`src/rtl/axis_packer.sv`:
```
// AXI4-Stream byte packer: compacts sparse tkeep lanes into dense low-aligned beats and folds null-tlast beats.
// Optional statistics outputs are enabled by defining AXIS_PACKER_STATS_EN.
module axis_packer #(
  parameter int BYTES = 4,
  localparam int WIDTH = 8 * BYTES,
  localparam int CBITS = $clog2(BYTES + 1)
) (
  input  logic             clock,
  input  logic             reset,
  input  logic             s_tvalid,
  output logic             s_tready,
  input  logic             s_tlast,
  input  logic [BYTES-1:0] s_tkeep,
  input  logic [WIDTH-1:0] s_tdata,
  output logic             m_tvalid,
  input  logic             m_tready,
  output logic             m_tlast,
  output logic [BYTES-1:0] m_tkeep,
  output logic [WIDTH-1:0] m_tdata
`ifdef AXIS_PACKER_STATS_EN
  ,
  output logic [15:0]      pkt_count_o,
  output logic [15:0]      null_count_o
`endif
);

  logic [WIDTH-1:0]   r_data;
  logic [CBITS-1:0]   r_count;
  logic               rflush;
  logic               h_valid;
  logic               h_known;
  logic               h_last;
  logic [BYTES-1:0]   h_keep;
  logic [WIDTH-1:0]   h_data;

  logic [2*WIDTH-1:0] merged;
  int                 total;
  logic               acc;
  logic               keep_nz;
  logic               o_free;
  logic               full;
  logic               fold;
  logic               h_move;

  function automatic logic [BYTES-1:0] keep_mask(input int n);
    logic [BYTES-1:0] m;
    for (int i = 0; i < BYTES; i++) m[i] = (i < n);
    return m;
  endfunction

  // Append kept lanes, in ascending order, behind the residual bytes.
  always_comb begin
    merged = {{WIDTH{1'b0}}, r_data};
    total  = int'(r_count);
    for (int i = 0; i < BYTES; i++) begin
      if (s_tkeep[i]) begin
        merged[8*total +: 8] = s_tdata[8*i +: 8];
        total = total + 1;
      end
    end
  end

  // Any accepted beat that yields a word or closes the packet also resolves H, so O must be free to take it.
  assign s_tready = !reset && !rflush && (!h_valid || o_free);
  assign acc      = s_tvalid && s_tready;
  assign keep_nz  = |s_tkeep;
  assign o_free   = !m_tvalid || m_tready;
  assign full     = total >= BYTES;
  assign fold     = acc && s_tlast && (total == 0) && h_valid && !h_known;
  assign h_move   = h_valid && o_free && (h_known || (acc && (keep_nz || s_tlast)));

  always_ff @(posedge clock or posedge reset) begin
    if (reset) begin
      r_data   <= '0;
      r_count  <= '0;
      rflush   <= 1'b0;
      h_valid  <= 1'b0;
      h_known  <= 1'b0;
      h_last   <= 1'b0;
      h_keep   <= '0;
      h_data   <= '0;
      m_tvalid <= 1'b0;
      m_tlast  <= 1'b0;
      m_tkeep  <= '0;
      m_tdata  <= '0;
    end else begin
      if (h_move) begin
        m_tvalid <= 1'b1;
        m_tlast  <= h_last || fold;
        m_tkeep  <= h_keep;
        m_tdata  <= h_data;
        h_valid  <= 1'b0;
      end else if (m_tready) begin
        m_tvalid <= 1'b0;
      end

      if (rflush) begin
        // The pending tail of an overflowing last beat follows the word ahead of it.
        if (h_move) begin
          h_valid <= 1'b1;
          h_known <= 1'b1;
          h_last  <= 1'b1;
          h_keep  <= keep_mask(int'(r_count));
          h_data  <= r_data;
          r_count <= '0;
          rflush  <= 1'b0;
        end
      end else if (acc) begin
        if (full) begin
          h_valid <= 1'b1;
          h_known <= s_tlast;
          h_last  <= s_tlast && (total == BYTES);
          h_keep  <= '1;
          h_data  <= merged[WIDTH-1:0];
          r_data  <= merged[2*WIDTH-1:WIDTH];
          r_count <= CBITS'(total - BYTES);
          rflush  <= s_tlast && (total > BYTES);
        end else if (s_tlast && (total > 0)) begin
          h_valid <= 1'b1;
          h_known <= 1'b1;
          h_last  <= 1'b1;
          h_keep  <= keep_mask(total);
          h_data  <= merged[WIDTH-1:0];
          r_count <= '0;
        end else begin
          r_data  <= merged[WIDTH-1:0];
          r_count <= s_tlast ? '0 : CBITS'(total);
        end
      end
    end
  end

`ifdef AXIS_PACKER_STATS_EN
  always_ff @(posedge clock or posedge reset) begin
    if (reset) begin
      pkt_count_o  <= '0;
      null_count_o <= '0;
    end else begin
      if (m_tvalid && m_tready && m_tlast) pkt_count_o <= pkt_count_o + 16'd1;
      if (acc && !keep_nz) null_count_o <= null_count_o + 16'd1;
    end
  end
`endif

endmodule

```
`config.mk`:
```
export PLATFORM = sky130hd
export DESIGN_NAME = axis_packer
export DESIGN_NICKNAME = d
export VERILOG_FILES = /design/src/rtl/axis_packer.sv
export SDC_FILE = /design/constraint.sdc
export NUM_CORES = 1
export LEC_CHECK = 0
export BUFFER_PORTS_ARGS = -buffer_cell sky130_fd_sc_hd__buf_2
export CAP_MARGIN = 15
export CORE_MARGIN = 1.5
export CORE_UTILIZATION = 40
export CTS_CLUSTER_DIAMETER = 120
export DETAILED_ROUTE_END_ITERATION = 8
export PLACE_DENSITY = 0.57
export SETUP_SLACK_MARGIN = 0.05
export SLEW_MARGIN = 20
export SYNTH_ARGS = -nofsm -noshare
export SYNTH_HDL_FRONTEND = slang
export SYNTH_SLANG_ARGS = --single-unit
```
`constraint.sdc`:
```
create_clock -name clock -period 6.2 [get_ports clock]
set_clock_uncertainty 0.1 [all_clocks]
set_input_delay 0.31 -clock clock [delete_from_list [all_inputs] [get_ports clock]]
set_output_delay 0.31 -clock clock [all_outputs]
set_load 0.02 [all_outputs]
```
# Yosys cells after proc, flatten, opt, wreduce, memory -nomap -nowiden
# Cells that the tools add are included.
[word_totals]
regBits = 113
output_inout_bits = 39
in_bits = 41
word_cells = 125
[op_classes]
n_lt_le_gt_ge = 11
reduce_logical = 31
add_sub_neg = 9
n_eq_ne = 3
bitwise = 1
shift = 8
mux = 50
[op_table]
columns = ["operator", "n"]
rows = [
  ["two-way mux 32 bit", 10],
  ["bitwise mux 64 bit", 4],
  ["two-way mux 64 bit", 4],
  ["variable shift 8 x 33 -> 64 bit (first input constant)", 4],
  ["indexed part select 8 x 33 -> 64 bit", 4],
  ["negator 32 -> 33 bit", 3],
  ["adder 32 x 2 -> 32 bit (second input constant)", 3],
  ["less-than comparator 3 x 32 -> 1 bit (first input constant)", 2],
  ["negator 6 -> 33 bit", 1],
  ["== test 32 x 4 -> 1 bit (second input constant)", 1],
  ["greater-or-equal comparator 32 x 4 -> 1 bit (second input constant)", 1],
  ["> comparator 32 x 1 -> 1 bit (second input constant)", 1],
  ["> comparator 32 x 4 -> 1 bit (second input constant)", 1],
  ["zero test 32 bit", 1],
  ["less-than comparator 1 x 32 -> 1 bit (first input constant)", 1],
  ["less-than comparator 2 x 32 -> 1 bit (first input constant)", 1],
  ["two-way mux 4 bit", 6],
  ["two-way mux 1 bit", 20],
  ["two-way mux 3 bit", 6],
  ["logical AND 1 bit", 13],
  ["less-than comparator 1 x 3 -> 1 bit (first input constant)", 2],
  ["less-than comparator 2 x 3 -> 1 bit (first input constant)", 2],
  ["AND reduction 3 bit", 2],
  ["zero test 1 bit", 5],
  ["10 further kinds", 15],
]

# Longest topological paths before layout
# Gate-level depths: netlist (run 1).
[logic_depth]
ltp_word = 14
mapped_depth = 27
ltp_nobuf = 21

# Worst setup path after synthesis (run 1)
# Ideal clock, no wire load.
[synth_path]
path_kind = "register -> register"
start = "reg r_count[0]"
end = "reg h_data[8]"
stages_incl_launch_ff = 27
t_required_ns = 6.035
t_arrival_ns = 5.149
setup_slack_ns = 0.887
cell_sequence = "dfrtp_1 -> buf_4 -> inv_1 -> ha_1 -> buf_2 -> mux2_2 -> ha_1 -> clkbuf_1 -> nand2b_1 -> o21ai_0 -> inv_1 -> ha_1 -> and2_1 -> buf_1 -> xnor2_1 -> xor2_1 -> nand2_1 -> nor3_1 -> ha_1 -> nand2_1 -> nor2_1 -> nand2_1 -> or2_2 -> buf_2 -> mux2_2 -> o211ai_1 -> o21a_1"
[synth_between]
elab_chain_cells = 14
[synth_lines]
columns = ["element", "line_no", "source"]
rows = [
  ["start, declared", "28", "logic [CBITS-1:0] r_count;"],
  ["start signal, assigned", "116", "r_count <= CBITS'(total - BYTES);"],
  ["start signal, assigned", "127", "r_count <= s_tlast ? '0 : CBITS'(total);"],
  ["parallel branches: the longest is 14 deep, another holds adder 32 x 2 -> 32 bit", "--", ""],
  ["end signal, assigned", "104", "h_data <= r_data;"],
  ["end signal, assigned", "114", "h_data <= merged[WIDTH-1:0];"],
  ["end signal, assigned", "123", "h_data <= merged[WIDTH-1:0];"],
  ["end, declared", "34", "logic [WIDTH-1:0] h_data;"],
]
# Parallel ways; which one is timed is not known. The select of a mux whose other input is x is not followed.
# A chain may end at the register's enable or synchronous reset.

# Worst setup path in the final report (run 1)
[layout_path]
start = "reg r_count[1]"
end = "reg h_data[13]"
# The elaborated chain is that of the path after synthesis.

==> run summary, run 1 <==
FINAL LAYOUT
--------------------------------------------------------------------------------
Utilization after layout                                                  46.07%
Area Overhead vs Synth                                                    13.48%
Final #Nets                                                                 1260
Final standard cell count with taps included and fillers excluded           1502
Summed area of non-filler cells in the final layout                    10370 µm²
Ant diodes                                                                     0
Fraction of layout cells with a size suffix above 1                       16.27%

DIE
--------------------------------------------------------------------------------
Die outline area                                                       23760 µm²
I/O pin count                                                                 80
Starting density of the core                                              40.60%
Floorplan die width                                                     154.1 µm
Floorplan Core Area                                                    22500 µm²
Std-Cell Rows                                                                 55
Die Y-Extent                                                            154.1 µm

SYNTH
--------------------------------------------------------------------------------
Count of flip-flops with a built-in enable after synthesis                     0
Mean Syn Cell Area                                                     7.776 µm²
Synthesized netlist net count                                               1231
Share of the yosys chip area belonging to registers                       30.95%
Mapped Cells                                                                1175
Count of cell types in the netlist                                            83
Number of synthesized register bits                                          113
Yosys Warn Count                                                               0
Summed instance area of the synthesized netlist                         9136 µm²
Async set-reset flop share out of synthesis                               100.0%
Top flip-flop cell by instance count after synthesis                sky130_fd_sc_hd__dfrtp_1

POWER
--------------------------------------------------------------------------------
Leakage power figure                                                    4.460 nW
Cell area power density                                             565.2 nW/µm²
Worst VDD drop                                                       0.0002713 V
Total power draw                                                        5.860 mW

TIMING
--------------------------------------------------------------------------------
Share of the clock period used by the worst path after layout             93.58%
Transition time of the tightest slew-check pin                           1181 ps
Hold Violations, Final                                                        17
Number of setup violations in the final report                                 0
Final critical delay including setup and external delays                 5802 ps
Final count of pins violating max slew                                         0
Worst slew margin relative to its limit                                   20.95%
Total negative setup slack                                                  0 ps
Unrepaired setup endpoints after global routing                              yes
Peak clock frequency supported by timing                               172.4 MHz
Min setup slack post-route                                              397.9 ps
Worst Hold Slack                                                       -24.39 ps

CRITICAL PATH
--------------------------------------------------------------------------------
Critical path type                                                       reg2reg
Worst R2R Path Depth                                                          21
CP bufs+invs                                                                   2
WP depth                                                                      21
Reg2Reg Launch Point                                                  r_count[1]
Cell type of the slowest stage on the worst timing path             sky130_fd_sc_hd__dfrtp_1
FF-to-FF End                                                          h_data[13]
Series of cell instances along the critical path                    inv_1, ha_1, mux2_2, ha_1, nand2b_1, o21ai_0, inv_1, ha_1, and2_1, xnor2_1, xor2_1, nand2_1, nor3_1, ha_1, nand2_1, nor2_1, nand2_1, or2_2, mux2_2, o211ai_1, o21a_1
Arrival time reported for the critical path endpoint                     6070 ps
Launching element type of the critical path                                 flop
WP data required                                                         6460 ps
Critical Path Max Stage Delay                                             560 ps
Top delay family on crit path                                       simple AND/OR/NAND/NOR gates
Setup crit end kind                                                         flop
Max FO, Critical Path                                                         12
Most prevalent standard cell on the critical path                   sky130_fd_sc_hd__ha_1
Slack of the worst reg-to-reg path                                        400 ps

PLACED DESIGN
--------------------------------------------------------------------------------
Gpl congestion                                                            0.9984
Worst-case setup slack after placement                                  295.6 ps
Number of cells after detailed placement                                    1467
Number of buffers inserted by port buffering                                  79
Total cell area at the placement stage                                  9708 µm²
Placed wire-length estimate                                             25.00 mm

CLOCK TREE
--------------------------------------------------------------------------------
TritonCTS clock tree                                                        done
Clock sink count                                                             113
Root buffer selected by CTS                                         sky130_fd_sc_hd__clkbuf_16
Clock Pin Slew Worst Setup and Hold Paths                                  60 ps
Clock latency reported for the late side of the worst-skew pair           420 ps
Max Buffers Root-to-Sink                                                       2
H-tree depth reported by CTS                                                   4
Number of buffers added by the clock tree synthesis step                      17

RUN STATUS
--------------------------------------------------------------------------------
Violated checks                                                      hold timing
Run status                                                          complete, but fails checks

DRT
--------------------------------------------------------------------------------
Via density                                                                6.208
Iter 0 DRT Violations                                                        978
DRC                                                                            0
Total number of vias                                                        9324
First-pass detailed-route iteration total                                      7
Sum of routed wire length over all layers                               34.90 mm
Detailed-route wire length per cell                                     23.23 µm
Number of antenna-violating nets in the routed design                          0

GRT
--------------------------------------------------------------------------------
Global-route usage over all layers                                        29.86%
Number of global-route vias before repair                                   8679
M3 GR Usage                                                               6.229%
Most used routing layer in global routing                                   met1
First-pass GRT wire length                                              54.27 mm
Antenna violations before repair                                               0
GRT met2 Usage                                                            42.92%
GR Layer Usage met1                                                       43.59%
Pin count of the biggest net entering global routing                          73
Grt ovf                                                                        0

HOLD PATH
--------------------------------------------------------------------------------
Min-Delay Path Class                                                    in2async

FLOW RUN
--------------------------------------------------------------------------------
Number of maximum-capacitance violations                                       0

[flip-flops by register name (all words and copies together) (netlist names)]
signal	cells
r_count	3
r_data	32
m_tdata	32
h_data	32
m_tkeep	4
rflush	1
h_known	1
h_last	1
h_keep	4
m_tlast	1
h_valid	1
m_tvalid	1
[worst register-to-register path: stages (launching register included)]
cell and delay [ps]:
sky130_fd_sc_hd__dfrtp_1 560, sky130_fd_sc_hd__inv_1 130, sky130_fd_sc_hd__ha_1 430, sky130_fd_sc_hd__mux2_2 390, sky130_fd_sc_hd__ha_1 320, sky130_fd_sc_hd__nand2b_1 170
sky130_fd_sc_hd__o21ai_0 170, sky130_fd_sc_hd__inv_1 90, sky130_fd_sc_hd__ha_1 230, sky130_fd_sc_hd__and2_1 210, sky130_fd_sc_hd__xnor2_1 280, sky130_fd_sc_hd__xor2_1 380
sky130_fd_sc_hd__nand2_1 120, sky130_fd_sc_hd__nor3_1 460, sky130_fd_sc_hd__ha_1 360, sky130_fd_sc_hd__nand2_1 70, sky130_fd_sc_hd__nor2_1 70, sky130_fd_sc_hd__nand2_1 120
sky130_fd_sc_hd__or2_2 330, sky130_fd_sc_hd__mux2_2 400, sky130_fd_sc_hd__o211ai_1 200, sky130_fd_sc_hd__o21a_1 150
[worst max-delay path by stage]
stage | to | slack, ps | start
2_1_floorplan | h_data[8] | 890 | r_count[0]
5_1_grt | h_data[8] | 40 | r_count[1]
6_report | h_data[13] | 400 | r_count[1]
3_3_place_gp | h_data[23] | 420 | r_count[1]
4_1_cts | h_data[23] | 230 | r_count[1]
3_5_place_dp | h_data[23] | 300 | r_count[1]
[layout make-up]
cell class,count,area [µm²]
clock buffers,18,439.2
clock inverters,14,156.4
fillers,2290,12140
inverters,18,70.07
multi-input cells,946,5879
flip-flops and latches,113,2828
well taps,285,356.6
repair buffers,108,638.1
[metal layers]
metal | vias to the layer above | share of wire (%)
met2 | 469 | 42
met5 | - | 0
met1 | 4418 | 45
met3 | 92 | 9.0
li1 | 4345 | -
met4 | 0 | 3.7
[kinds of logic (layout without fill, tap and decap cells)]
family	Yosys count	after routing	synth area share [%]
and+or+nand+nor	500	500	24.88
AOI/OAI and AO/OA	332	332	24.61
buffers and inverters	116	158	5.300
DFF	113	113	30.95
muxes	82	82	9.340
xor gates and xnor gates	16	16	2.821
adders and majority gates	15	15	2.054
other	1	1	0.04105
[cell usage in the layout, fill, tap and decap left out, types with 7 or more instances in the layout]
cell / n
sky130_fd_sc_hd__a211oi_1: 17
sky130_fd_sc_hd__a21oi_1: 61
sky130_fd_sc_hd__a22oi_1: 13
sky130_fd_sc_hd__a2bb2oi_1: 9
sky130_fd_sc_hd__a31oi_1: 35
sky130_fd_sc_hd__a32oi_1: 12
sky130_fd_sc_hd__and2_1: 9
sky130_fd_sc_hd__and3_1: 10
sky130_fd_sc_hd__buf_2: 79
sky130_fd_sc_hd__buf_4: 27
sky130_fd_sc_hd__clkbuf_16: 17
sky130_fd_sc_hd__dfrtp_1: 113
sky130_fd_sc_hd__ha_1: 15
sky130_fd_sc_hd__inv_1: 16
sky130_fd_sc_hd__mux2_2: 26
sky130_fd_sc_hd__mux2i_1: 56
sky130_fd_sc_hd__nand2_1: 214
sky130_fd_sc_hd__nand3_1: 71
sky130_fd_sc_hd__nand4_1: 7
sky130_fd_sc_hd__nor2_1: 107
sky130_fd_sc_hd__nor2b_1: 13
sky130_fd_sc_hd__nor3_1: 20
sky130_fd_sc_hd__nor4_1: 7
sky130_fd_sc_hd__o211a_1: 9
sky130_fd_sc_hd__o211ai_1: 31
sky130_fd_sc_hd__o21a_1: 12
sky130_fd_sc_hd__o21ai_0: 72
sky130_fd_sc_hd__o311ai_0: 9
[power breakdown]
| group | switching [mW] | internal, mW |
|---|---|---|
| clock | 0.387 | 0.607 |
| combinational | 2.32 | 1.20 |
| sequential | 0.255 | 1.09 |
[synthesized netlist by cell type, drive strengths merged, types with 9 or more instances]
library cell	n	area [µm²]
nor3	23	125.1
a31oi	38	244.0
o21a	12	90.09
a211oi	17	127.6
nand3	75	395.4
clkbuf	63	236.5
nand2	214	803.3
o211a	9	90.09
and2	11	68.81
nor2	110	415.4
o311ai	10	87.59
nor2b	13	81.33
mux2i	56	560.5
ha	15	187.7
o21ai	77	389.1
o211ai	31	232.7
a22oi	13	97.59
buf	35	180.2
dfrtp	113	2828
inv	18	67.56
a32oi	12	105.1
and3	10	62.56
mux2	26	292.8
a21oi	62	314.1
a2bb2oi	9	78.83
[what timing repair did]
| action | 4_1_cts | 5_1_grt |
|---|---|---|
| gates resized for setup | 0 | 4 |
| hold buffers | 0 | 0 |
| buffers inserted | 0 | 2 |
| endpoints found under the setup margin | 0 | 37 |
No activity file was read; power rests on OpenSTA's default activity.
==> run 2: changes to the inputs <==
--- a/config.mk
+++ b/config.mk
@@ -7,6 +7,7 @@
 export LEC_CHECK = 0
 export BUFFER_PORTS_ARGS = -buffer_cell sky130_fd_sc_hd__buf_2
 export CAP_MARGIN = 15
+export CORE_ASPECT_RATIO = 1.75
 export CORE_MARGIN = 1.5
 export CORE_UTILIZATION = 40
 export CTS_CLUSTER_DIAMETER = 120
==> run 2 against run 1 <==
The run now ends clean. Largest cell class unchanged. Register-to-register slack better by 30 ps. Core utilization is 0.21 points lower. Largest power group unchanged. Global-route usage is 2.1 points higher. Critical path type unchanged.
==> run summary, run 2 (synthesis results as in run 1) <==
TIMING
------------------------------------------------------------------------------
Peak clock frequency supported by timing                             173.4 MHz   +0.58%
Number of setup violations in the final report                               0   unchanged
Worst Hold Slack                                                      106.1 ps   +130.5 ps
Transition time of the tightest slew-check pin                         1047 ps   -134.7 ps
Final critical delay including setup and external delays               5769 ps   -33.56 ps
Unrepaired setup endpoints after global routing                             no
Final count of pins violating max slew                                       0   unchanged
Hold Violations, Final                                                       0   -17
Share of the clock period used by the worst path after layout           93.04%   -0.54 points
Worst slew margin relative to its limit                                 29.97%   +9.0 points
Total negative setup slack                                                0 ps   unchanged

GRT
------------------------------------------------------------------------------
Number of global-route vias before repair                                 9214   +6.2%
Grt ovf                                                                      0   unchanged
Global-route usage over all layers                                      31.93%   +2.1 points
Pin count of the biggest net entering global routing                        68   -6.8%
First-pass GRT wire length                                            55.99 mm   +3.2%
Antenna violations before repair                                             0   unchanged

CRITICAL PATH
------------------------------------------------------------------------------
Arrival time reported for the critical path endpoint                   6020 ps   -50 ps
Critical path type                                                     reg2reg
WP data required                                                       6450 ps   about the same
Launching element type of the critical path                               flop
Max FO, Critical Path                                                       23   +11
Setup crit end kind                                                       flop

FINAL LAYOUT
------------------------------------------------------------------------------
Ant diodes                                                                   0   unchanged
Utilization after layout                                                45.87%   -0.21 points
Most common library cell in the layout ignoring fill and taps     sky130_fd_sc_hd__nand2_1
Fraction of layout cells with a size suffix above 1                     16.06%   -0.21 points
Commonest non-fill, non-tap cells in the layout                   sky130_fd_sc_hd__nand2_1 (214), sky130_fd_sc_hd__dfrtp_1 (113), sky130_fd_sc_hd__nor2_1 (107)
Area Overhead vs Synth                                                  13.26%
Registers with the highest flip-flop counts                       h_data (32), m_tdata (32), r_data (32)
Final #Nets                                                               1272   +0.95%

POWER
------------------------------------------------------------------------------
Leakage power figure                                                  4.464 nW   +0.10%
Cell area power density                                           559.6 nW/µm²   -1.0%
Worst VDD drop                                                     0.0003624 V   +34%

DIE
------------------------------------------------------------------------------
Std-Cell Rows                                                               73   +33%
Floorplan Core Area                                                  22560 µm²   +0.26%
Die Y-Extent                                                          202.9 µm   +32%
Starting density of the core                                            40.50%   -0.10 points
Floorplan die width                                                   117.2 µm   -24%
Die outline area                                                     23790 µm²   +0.15%
I/O pin count                                                               80   unchanged

CLOCK TREE
------------------------------------------------------------------------------
Number of buffers added by the clock tree synthesis step                    17   unchanged
Number of instances resized during post-cts repair                           0   unchanged
Clock sink count                                                           113   unchanged
H-tree depth reported by CTS                                                 4   unchanged
Buffer count from post-CTS setup fixing                                      0   unchanged
Max Buffers Root-to-Sink                                                     2   unchanged
Clock Pin Slew Worst Setup and Hold Paths                                60 ps   about the same
Clock latency reported for the late side of the worst-skew pair         440 ps   +20 ps
TritonCTS clock tree                                                      done
Root buffer selected by CTS                                       sky130_fd_sc_hd__clkbuf_16
Quantity of hold-fixing buffers added after cts                              1   +1

DRT
------------------------------------------------------------------------------
First-pass detailed-route iteration total                                    5   -2
Sum of routed wire length over all layers                             36.84 mm   +5.6%
Number of antenna-violating nets in the routed design                        0   unchanged
Detailed-route wire length per cell                                   24.12 µm   +3.8%
Via density                                                              6.187   -0.33%
Iter 0 DRT Violations                                                      833   -15%
Total number of vias                                                      9448   +1.3%
DRC                                                                          0   unchanged

PLACED DESIGN
------------------------------------------------------------------------------
Placed wire-length estimate                                           27.77 mm   +11%
Number of buffers inserted by port buffering                                79   unchanged
Gpl congestion                                                           1.055   +5.6%

FLOW RUN
------------------------------------------------------------------------------
Number of maximum-capacitance violations                                     0   unchanged

RUN STATUS
------------------------------------------------------------------------------
Run status                                                        complete, no violations

HOLD PATH
------------------------------------------------------------------------------
Min-Delay Path Class                                                    in2reg

-- run 2: changes by cell type in the layout (fill, tap and decap cells not counted), sizes merged, moves of 2 or more --
cell	previous run	this run
buf	108	119
bufinv	2	0
clkbuf	18	24
clkinv	8	4
inv	21	18
-- run 2: final timing paths --
check                           startpoint          end  slack [ps]  cells after the start
worst max-delay path            r_count[0]   h_data[17]         430                     22
worst min-delay path               s_tlast       rflush         110                      3
worst max register to register  r_count[0]   h_data[17]         430                     22
worst min register to register  h_data[14]  m_tdata[14]         360                      2
max in group asynchronous            reset  m_tdata[31]        4240                      4
min in group asynchronous            reset       h_last         440                      3
-- run 2: final cells by class --
type	count	area, µm²
multi-input combinational	946	5849
tap	300	375.4
clock inverter	6	35.03
sequential	113	2828
clock buffer	24	471.7
timing repair buffer	120	718.2
fill	2358	12210
inverter	18	70.07
-- run 2: per-layer routing --
metal	track usage, %	vias to the layer above	part of all wire [%]
li1	-	4370	-
met1	36.23	4496	37
met2	52.64	426	49
met3	5.373	156	5.7
met4	23.62	0	8.2
met5	0	-	0
-- run 2: report_power, final --
part | switching (mW) | internal [mW]
clock network | 0.339 | 0.522
logic | 2.36 | 1.25
registers | 0.228 | 1.09
total | 2.92 | 2.87
-- run 2: per-stage QoR --
step	worst slack, ps	power (mW)	std cells	area (µm²)
detailed placement	570.4	4.893	1496	9828
CTS	521.9	5.770	1527	10340
global route	101.0	6.216	1527	10350
global placement	689.4	4.865	1496	9828
floorplan	886.6	3.749	1175	9136
finish	431.5	5.790	1527	10350
-- run 2: critical path: stages, from the launching register on --
cell and delay [ps]:
sky130_fd_sc_hd__dfrtp_1 380, sky130_fd_sc_hd__inv_1 150, sky130_fd_sc_hd__ha_1 350, sky130_fd_sc_hd__mux2_2 380, sky130_fd_sc_hd__ha_1 320, sky130_fd_sc_hd__nand2b_1 160
sky130_fd_sc_hd__o21ai_0 120, sky130_fd_sc_hd__inv_1 70, sky130_fd_sc_hd__ha_1 300, sky130_fd_sc_hd__nor2b_1 60, sky130_fd_sc_hd__mux2_2 260, sky130_fd_sc_hd__a211o_1 400
sky130_fd_sc_hd__nand2_1 130, sky130_fd_sc_hd__nor3_1 50, sky130_fd_sc_hd__buf_4 160, sky130_fd_sc_hd__ha_1 280, sky130_fd_sc_hd__nand2_1 50, sky130_fd_sc_hd__nor2_1 260
sky130_fd_sc_hd__nand3_1 190, sky130_fd_sc_hd__or4_1 880, sky130_fd_sc_hd__nand3_1 270, sky130_fd_sc_hd__o211ai_1 130, sky130_fd_sc_hd__a31oi_1 200
==> run 3: changes to the inputs <==
--- a/config.mk
+++ b/config.mk
@@ -7,7 +7,7 @@
 export LEC_CHECK = 0
 export BUFFER_PORTS_ARGS = -buffer_cell sky130_fd_sc_hd__buf_2
 export CAP_MARGIN = 15
-export CORE_ASPECT_RATIO = 1.75
+export CORE_ASPECT_RATIO = 1.2
 export CORE_MARGIN = 1.5
 export CORE_UTILIZATION = 40
 export CTS_CLUSTER_DIAMETER = 120
==> run 3 against run 2 <==
Combinational power decreased by 3%. Global-route usage decreased by 2.4 points. Largest power group unchanged. Power increased by 0.13%. Clock power increased by 13%. Final area decreased by 0.50%. Critical path type unchanged. Worst hold slack improved by 11 ps. Via count decreased by 0.61%. First-iteration DRC count decreased by 5.5%. Final cell count decreased by 2.2%. Routed wire length decreased by 5.9%. Maximum frequency increased by 0.23%.
==> run summary, run 3 (synthesis results as in run 1) <==
CRITICAL PATH
--------------------------------------------------------------------------------
Arrival time reported for the critical path endpoint                     6010 ps   about the same
Most prevalent standard cell on the critical path                   sky130_fd_sc_hd__ha_1
Setup crit end kind                                                         flop
Launching element type of the critical path                                 flop
Reg2Reg Launch Point                                                  r_count[0]
Critical path type                                                       reg2reg
WP data required                                                         6450 ps   about the same
Critical Path Max Stage Delay                                             550 ps   -330 ps
Series of cell instances along the critical path                    inv_1, ha_1, mux2_2, ha_1, nand2b_1, o21ai_0, inv_1, ha_1, and2_1, xnor2_1, xor2_1, nand2_1, nor3_1, ha_1, nor2_1, nand4_1, o211a_1, o311ai_0, o21a_1
Max FO, Critical Path                                                          9   -61%
Cell type of the slowest stage on the worst timing path             sky130_fd_sc_hd__nand4_1
Start point of the critical path                                      r_count[0]

CLOCK TREE
--------------------------------------------------------------------------------
Max Buffers Root-to-Sink                                                       2   unchanged
H-tree depth reported by CTS                                                   4   unchanged
Root buffer selected by CTS                                         sky130_fd_sc_hd__clkbuf_16
Clock latency reported for the late side of the worst-skew pair           420 ps   -20 ps
TritonCTS clock tree                                                        done
Clock Pin Slew Worst Setup and Hold Paths                                  60 ps   about the same
Buffer count from post-CTS setup fixing                                        0   unchanged
Clock sink count                                                             113   unchanged
Number of buffers added by the clock tree synthesis step                      17   unchanged

GRT
--------------------------------------------------------------------------------
Grt ovf                                                                        0   unchanged
Number of global-route vias before repair                                   8812   -4.4%
Antenna violations before repair                                               0   unchanged
Pin count of the biggest net entering global routing                          63   -7.4%
First-pass GRT wire length                                              53.88 mm   -3.8%
Global-route usage over all layers                                        29.53%   -2.4 points

RUN STATUS
--------------------------------------------------------------------------------
Run status                                                          complete, no violations

DRT
--------------------------------------------------------------------------------
Number of antenna-violating nets in the routed design                          0   unchanged
DRC                                                                            0   unchanged
Iter 0 DRT Violations                                                        787   -5.5%
Total number of vias                                                        9390   -0.61%
First-pass detailed-route iteration total                                      5   unchanged
Sum of routed wire length over all layers                               34.67 mm   -5.9%
Via density                                                                6.289   +1.6%
Detailed-route wire length per cell                                     23.22 µm   -3.7%

TIMING
--------------------------------------------------------------------------------
Hold Violations, Final                                                         0   unchanged
Transition time of the tightest slew-check pin                           1122 ps   +75.10 ps
Unrepaired setup endpoints after global routing                               no
Total negative setup slack                                                  0 ps   unchanged
Peak clock frequency supported by timing                               173.7 MHz   +0.23%
Number of setup violations in the final report                                 0   unchanged
Final count of pins violating max slew                                         0   unchanged
Share of the clock period used by the worst path after layout             92.83%   -0.21 points
Min setup slack post-route                                              444.5 ps   +13.01 ps
Worst slew margin relative to its limit                                   24.94%   -5.0 points
Final critical delay including setup and external delays                 5756 ps   -13.01 ps

DIE
--------------------------------------------------------------------------------
Floorplan Core Area                                                    22450 µm²   -0.50%
Die Y-Extent                                                            168.6 µm   -17%
Floorplan die width                                                     141.0 µm   +20%
I/O pin count                                                                 80   unchanged
Starting density of the core                                              40.70%   +0.21 points
Die outline area                                                       23760 µm²   -0.13%
Std-Cell Rows                                                                 60   -18%

PLACED DESIGN
--------------------------------------------------------------------------------
Worst-case setup slack after placement                                  428.8 ps   -141.6 ps
Placed wire-length estimate                                             24.79 mm   -11%
Gpl congestion                                                             1.021   -3.2%
Number of buffers inserted by port buffering                                  79   unchanged
Number of cells after detailed placement                                    1460   -2.4%

FINAL LAYOUT
--------------------------------------------------------------------------------
Most common library cell in the layout ignoring fill and taps       sky130_fd_sc_hd__nand2_1
Final standard cell count with taps included and fillers excluded           1493   -2.2%
Fraction of layout cells with a size suffix above 1                       15.40%   -0.65 points
Registers with the highest flip-flop counts                         h_data (32), m_tdata (32), r_data (32)
Commonest non-fill, non-tap cells in the layout                     sky130_fd_sc_hd__nand2_1 (214), sky130_fd_sc_hd__dfrtp_1 (113), sky130_fd_sc_hd__nor2_1 (108)
Area Overhead vs Synth                                                    12.69%
Final #Nets                                                                 1258   -1.1%
Ant diodes                                                                     0   unchanged

POWER
--------------------------------------------------------------------------------
Leakage power figure                                                    4.434 nW   -0.67%
Cell area power density                                             563.1 nW/µm²   +0.63%
Worst VDD drop                                                       0.0003269 V   -9.8%

HOLD PATH
--------------------------------------------------------------------------------
Min-Delay Path Class                                                      in2reg
Hold path startpoint                                                     s_tlast

FLOW RUN
--------------------------------------------------------------------------------
Number of maximum-capacitance violations                                       0   unchanged

==> run 3: cell types whose count changed in the layout (fill, tap and decap cells not counted), moves of 2 or more <==
cell	delta
sky130_fd_sc_hd__buf_4	-15
sky130_fd_sc_hd__clkbuf_1	-3
sky130_fd_sc_hd__bufinv_16	+2
sky130_fd_sc_hd__clkinv_4	+2
==> run 3: layer usage <==
metal / wire (µm) / global-route usage, %
met5: 41 / 1.263
met4: 1407 / 12.55
met3: 3068 / 5.431
met2: 15050 / 44.70
met1: 15110 / 41.18
==> run 3: power by group <==
group | switching, mW | internal (mW) | leakage (nW)
sequential | 0.245 | 1.09 | 1.38
combinational | 2.29 | 1.20 | 2.77
clock | 0.358 | 0.620 | 0.282
total | 2.89 | 2.91 | 4.43
==> run 3: repair_timing <==
item                                    4_1_cts  5_1_grt
endpoints found under the setup margin        0       11
endpoints found under the hold margin        51        0
hold buffers                                  1        0
resized for setup                             0        1
==> run 3: critical path, delay by kind of cell, from the launching register on <==
kind,cells,cell delay [ps]
buf+inv,2,250
mux,1,370
flops,1,380
compound gates,4,1010
xor+xnor,2,640
fa+ha+maj,4,1280
simple gates,6,1660
==> run 3: through the flow <==
| stage | hold WS (ps) | total power [mW] | utilization, % | instance area [µm²] |
|---|---|---|---|---|
| after global placement | 351.1 | 4.743 | 43.18 | 9693 |
| after global routing | 129.6 | 6.211 | 45.87 | 10300 |
| after detailed placement | 357.1 | 4.760 | 43.18 | 9693 |
| after CTS | 101.2 | 5.752 | 45.82 | 10280 |
| final | 116.6 | 5.798 | 45.87 | 10300 |
| after floorplan | 339.0 | 3.749 | - | 9136 |
==> run 3: worst paths after layout <==
path                       cells past startpoint  slack [ps]          to
max                                           19         440   h_data[5]
min                                            3         120      rflush
max reg2reg                                   19         440   h_data[5]
min reg2reg                                    2         360  m_tdata[7]
max in group asynchronous                      4        4220   r_data[6]
min in group asynchronous                      3         450  r_count[2]
==> run 3: final cells by class <==
type	count	area, µm²
clock buffer	22	474.2
clock inverter	9	107.6
fill	2271	12150
inverter	18	70.07
multi-input combinational	946	5854
sequential	113	2828
tap	279	349.1
timing repair buffer	106	613.1
